### src/rtl/reg_dump_unit.sv
// Debug read-out engine: halts the datapath, walks a register index range and
// streams (index, value) words over valid/ready; one word per 2 cycles at best.
module reg_dump_unit #(
    parameter int ADDR_W       = 5,
    parameter int DATA_W       = 32,
    parameter int HALT_TIMEOUT = 255
) (
    input  logic              i_clock,
    input  logic              i_reset_n,
    input  logic              i_start,
    input  logic [ADDR_W-1:0] i_first_reg,
    input  logic [ADDR_W-1:0] i_last_reg,
    input  logic              i_abort,
    output logic              o_halt_req,
    input  logic              i_halt_ack,
    output logic [ADDR_W-1:0] o_read_reg,
    input  logic [DATA_W-1:0] i_read_data,
    output logic              o_dump_valid,
    input  logic              i_dump_ready,
    output logic [ADDR_W-1:0] o_dump_index,
    output logic [DATA_W-1:0] o_dump_data,
    output logic              o_dump_last,
    output logic              o_busy,
    output logic              o_done,
    output logic              o_error
);

    localparam int CNT_W = $clog2(HALT_TIMEOUT + 1);

    typedef enum logic [2:0] {
        S_IDLE,
        S_HALT_WAIT,
        S_ADDR,
        S_DATA,
        S_FINISH
    } state_t;

    state_t            r_state;
    state_t            w_next;
    logic [ADDR_W-1:0] r_idx;
    logic [ADDR_W-1:0] r_last;
    logic [CNT_W-1:0]  r_cnt;
    logic              r_error;
    logic [ADDR_W-1:0] r_dump_index;
    logic [DATA_W-1:0] r_dump_data;
    logic              r_dump_last;
    logic              w_err_set;
    logic              w_start_ok;
    logic              w_timeout;
    logic              w_xfer;
    logic              w_at_last;

    assign w_start_ok = i_start && (i_first_reg <= i_last_reg);
    assign w_timeout  = (r_cnt == CNT_W'(HALT_TIMEOUT - 1));
    assign w_xfer     = o_dump_valid && i_dump_ready;
    assign w_at_last  = (r_idx == r_last);

    // Outputs decode straight from state so reset drops them without a clock.
    assign o_halt_req   = (r_state == S_HALT_WAIT) || (r_state == S_ADDR) || (r_state == S_DATA);
    assign o_dump_valid = (r_state == S_DATA);
    assign o_busy       = (r_state != S_IDLE);
    assign o_done       = (r_state == S_FINISH);
    assign o_error      = r_error;
    assign o_read_reg   = r_idx;
    assign o_dump_index = r_dump_index;
    assign o_dump_data  = r_dump_data;
    assign o_dump_last  = r_dump_last;

    always_comb begin
        w_next    = r_state;
        w_err_set = 1'b0;
        case (r_state)
            S_IDLE: begin
                if (i_start) begin
                    if (w_start_ok) w_next = S_HALT_WAIT;
                    else            w_err_set = 1'b1;
                end
            end
            S_HALT_WAIT: begin
                if (i_halt_ack) begin
                    w_next = S_ADDR;
                end else if (w_timeout) begin
                    w_next    = S_IDLE;
                    w_err_set = 1'b1;
                end
            end
            S_ADDR:   w_next = S_DATA;
            S_DATA: begin
                if (w_xfer) w_next = w_at_last ? S_FINISH : S_ADDR;
            end
            S_FINISH: w_next = S_IDLE;
            default:  w_next = S_IDLE;
        endcase
        // Abort wins over everything, including a same-cycle handshake.
        if (i_abort && (r_state != S_IDLE)) begin
            w_next    = S_IDLE;
            w_err_set = 1'b0;
        end
    end

    always_ff @(posedge i_clock or negedge i_reset_n) begin
        if (!i_reset_n) r_state <= S_IDLE;
        else            r_state <= w_next;
    end

    always_ff @(posedge i_clock or negedge i_reset_n) begin
        if (!i_reset_n) begin
            r_idx        <= '0;
            r_last       <= '0;
            r_cnt        <= '0;
            r_error      <= 1'b0;
            r_dump_index <= '0;
            r_dump_data  <= '0;
            r_dump_last  <= 1'b0;
        end else begin
            r_error <= w_err_set;
            if ((r_state == S_IDLE) && w_start_ok) begin
                r_idx  <= i_first_reg;
                r_last <= i_last_reg;
                r_cnt  <= '0;
            end
            if (r_state == S_HALT_WAIT) r_cnt <= r_cnt + 1'b1;
            if (r_state == S_ADDR) begin
                r_dump_data  <= i_read_data;
                r_dump_index <= r_idx;
                r_dump_last  <= w_at_last;
            end
            if ((r_state == S_DATA) && w_xfer && !i_abort && !w_at_last)
                r_idx <= r_idx + 1'b1;
        end
    end

endmodule
### config.mk
export PLATFORM = sky130hd
export DESIGN_NAME = reg_dump_unit
export DESIGN_NICKNAME = d
export VERILOG_FILES = /design/src/rtl/reg_dump_unit.sv
export SDC_FILE = /design/constraint.sdc
export NUM_CORES = 1
export LEC_CHECK = 0
export BUFFER_PORTS_ARGS = -buffer_cell sky130_fd_sc_hd__buf_2
export CORE_MARGIN = 2
export CORE_UTILIZATION = 49
export DETAILED_ROUTE_END_ITERATION = 12
export PLACE_DENSITY = 0.75
export SLEW_MARGIN = 20
export SYNTH_ARGS = -nofsm -noshare
export SYNTH_HDL_FRONTEND = slang
export SYNTH_SLANG_ARGS = --single-unit
export TNS_END_PERCENT = 50
### constraint.sdc
create_clock -name i_clock -period 2.1 [get_ports i_clock]
set_clock_uncertainty 0.2 [all_clocks]
set_input_delay 0.42 -clock i_clock [delete_from_list [all_inputs] [get_ports i_clock]]
set_output_delay 0.42 -clock i_clock [all_outputs]
set_load 0.02 [all_outputs]
==> out/qor.yml <==
status:
  run_status: "complete, no violations"
synth:
  yosysMostFrequentCell: "nand2_1"
  ys_seq_area_share_pct: 53.4
  synth_top_family_by_area: "simple AND/OR/NAND/NOR gates"
  synth_edf_count: 0
  synth_largest_area_cell: "dfrtp_1"
  synthSimpleGateAreaFrac_pct: 25.2
  synth_xor_area_share_pct: 2.18
  ys_seq_elements: 60
  synth_top_area_share_pct: 53.4
  syn-cell-area_mm2: 0.00281
  synth_compound_area_share_pct: 8.90
  ys.flop_type: "dfrtp_1"
  ys_async_sr_fraction_pct: 100
  synth.distinct_cells: 43
  synth.area.top_cells: "dfrtp_1 (53%), nand2_1 (16%), ha_1 (3.6%), mux2_2 (2.0%), a21oi_1 (2.0%)"
  synth-adder-area-share_pct: 3.56
  synth_mux_area_share_pct: 2.72
  syn_area_per_cell_um2: 9.12
  synthTopCellsByCount: "nand2_1 (117), dfrtp_1 (60), nor2_1 (14), a21oi_1 (11), inv_1 (11)"
  synthCells: 308
  ys_warn_count: 0
  synth_nets: 364
finish:
  nets: 477
  drive_above_1_share_pct: 33.3
  syn_to_final_growth_pct: 32.4
  diodes: 0
  largest_register_ff_count: 32
  final_core_util_pct: 67.6
critical_path:
  worstPathRequired_ns: 1.48
  critPathCaptureType: "primary output"
  arrival_ns: 1.44
  crit_chain: "buf_4 -> or3_1 -> buf_2"
  path_max_fanout: 8
  timing.reg2reg.setup_slack_ns: 0.12
  setup.worst_path.start: "r_state[0]"
  crit_type: "reg -> out"
  r2r-start: "r_state[1]"
  critPathBufInv: 2
  slowest_delay_ns: 0.40
  rr_endpoint: "r_last[0]"
  critPathLaunchType: "register"
  cpLargestDelayFamily: "flip-flops"
  critPathSlowestCell: "dfrtp_1"
  reg2reg_depth: 6
clock_tree:
  path_clk_slew_ns: 0.06
  cts_buffers: 9
  ctsResizeCount: 0
  clockBufferDepth: 2
  htree_levels: 3
  cts_root_buf: "clkbuf_8"
  clock_latency_ns: 0.34
  clock-sinks: 60
  cts_tree: "yes"
timing:
  fmax_mhz: 485
  setup_ws_ns: 0.0367
  slew_headroom_pct: 65.2
  hold_violations: 0
  period_share_pct: 98.3
  setup_violations: 0
  period_minus_slack_ns: 2.06
  finalSetupTns_ns: 0
  worst_slew_pin_slew_ns: 0.519
  maxSlewViolCount: 0
  rsz0062_at_grt: "true"
  hold_slack_ns: 0.0716
global_routing:
  grt_antenna_before_repair: 0
  grt_pass1_wl_um: 10400
  grt_usage_pct: 21.3
  grt_max_degree: 43
  overflow: 0
  grt_pass1_vias: 2347
hold_path:
  worstHoldStart: "i_read_data[26]"
  worstHoldEndpoint: "o_dump_data[26]"
  min_path_cells: 3
  hp-class: "in -> reg"
power_and_ir_drop:
  total_power_w: 0.00560
  ir_drop_mv: 0.933
  p_leak_nw: 2.00
  p_per_area_mw_per_mm2: 1510
floorplan:
  fp.dieW_um: 79.7
  core_mm2: 0.00551
  rows: 27
  initial_utilization_pct: 51.0
  pin_count: 96
  dieArea_mm2: 0.00636
  die_y_um: 79.7
drt:
  wire_per_inst_um: 13.0
  ant_nets: 0
  routed_wl_um: 6460
  first_pass_iters: 5
  drt_first_iter_violations: 139
  via_count: 2488
  drc: 0
  viasPerCell: 5.00
placement:
  pre_cts_slack_ns: -0.166
  dp_hpwl_um: 4810
  port-buffer-count: 95
  gp_congestion: 0.886
run:
  cap_viol_max_count: 0
metal layers:
metal | wire length (µm) | global-route usage (%) | vias to the layer above
met5 | 0 | 0 | -
met4 | 153 | 8.98 | 0
met3 | 366 | 6.00 | 22
met2 | 3070 | 32.4 | 87
met1 | 2880 | 28.6 | 1134
li1 | - | - | 1245
metrics by stage:
step | instance area [µm²] | std cells
2_1_floorplan | 2810 | 308
5_1_grt | 3720 | 498
6_report | 3720 | 498
4_1_cts | 3720 | 498
3_3_place_gp | 3490 | 480
3_5_place_dp | 3490 | 480
repair_timing:
action / CTS / global route
endpoints found under the setup margin: 1 / 3
endpoints found under the hold margin: 17 / 0
hold buffers: 1 / 0
cloned: 0 / 0
setup buffers: 1 / 0
pin swaps: 0 / 1
how the worst max path moves through the flow:
| stage | to | slack (ns) | depth (start not counted) |
|---|---|---|---|
| floorplan | r_last[0] | 0.05 | 7 |
| global placement | r_cnt[7] | -0.12 | 9 |
| detailed placement | r_cnt[4] | -0.17 | 8 |
| CTS | o_busy | 0.02 | 3 |
| global route | o_busy | -0.02 | 3 |
| finish | o_busy | 0.04 | 3 |
tightest hold or removal path, cell delays in order:
cell,delay (ns)
buf_2,0.07
nand2_1,0.04
nand2_1,0.04
placed cells by master (no fill, tap or decap), drive strengths merged, types with 4 or more instances in the layout:
cell type	netlist	layout
a21oi	11	11
buf	4	115
clkbuf	10	10
dfrtp	60	60
ha	8	8
inv	11	11
mux2	5	5
nand2	117	117
nand3	7	7
nand4	4	4
nor2	14	14
o21ai	9	9
xnor2	6	6
final cells by class:
class	instances	area, µm²
sequential	60	1500
inverter	11	41.3
fill	460	1790
multi-input combinational	223	1200
clock inverter	6	88.8
clock buffer	10	128
tap	72	90.1
timing repair buffer	116	673
kinds of logic (layout without fill, tap and decap cells):
logic type	count (synthesis)	after routing
AND/OR/NAND/NOR	163	163
adder cells (fa/ha/maj)	8	8
AO/OA/AOI/OAI	38	38
flip-flops	60	60
XOR/XNOR	7	7
multiplexers	7	7
buffers and inverters	25	143
power by group:
part	total, W	internal, W	switching (W)
combinational	0.00248	0.000961	0.00152
clock	0.00112	0.000668	0.000454
sequential	0.00200	0.00168	0.000319
(Power assumes the default switching activity.)
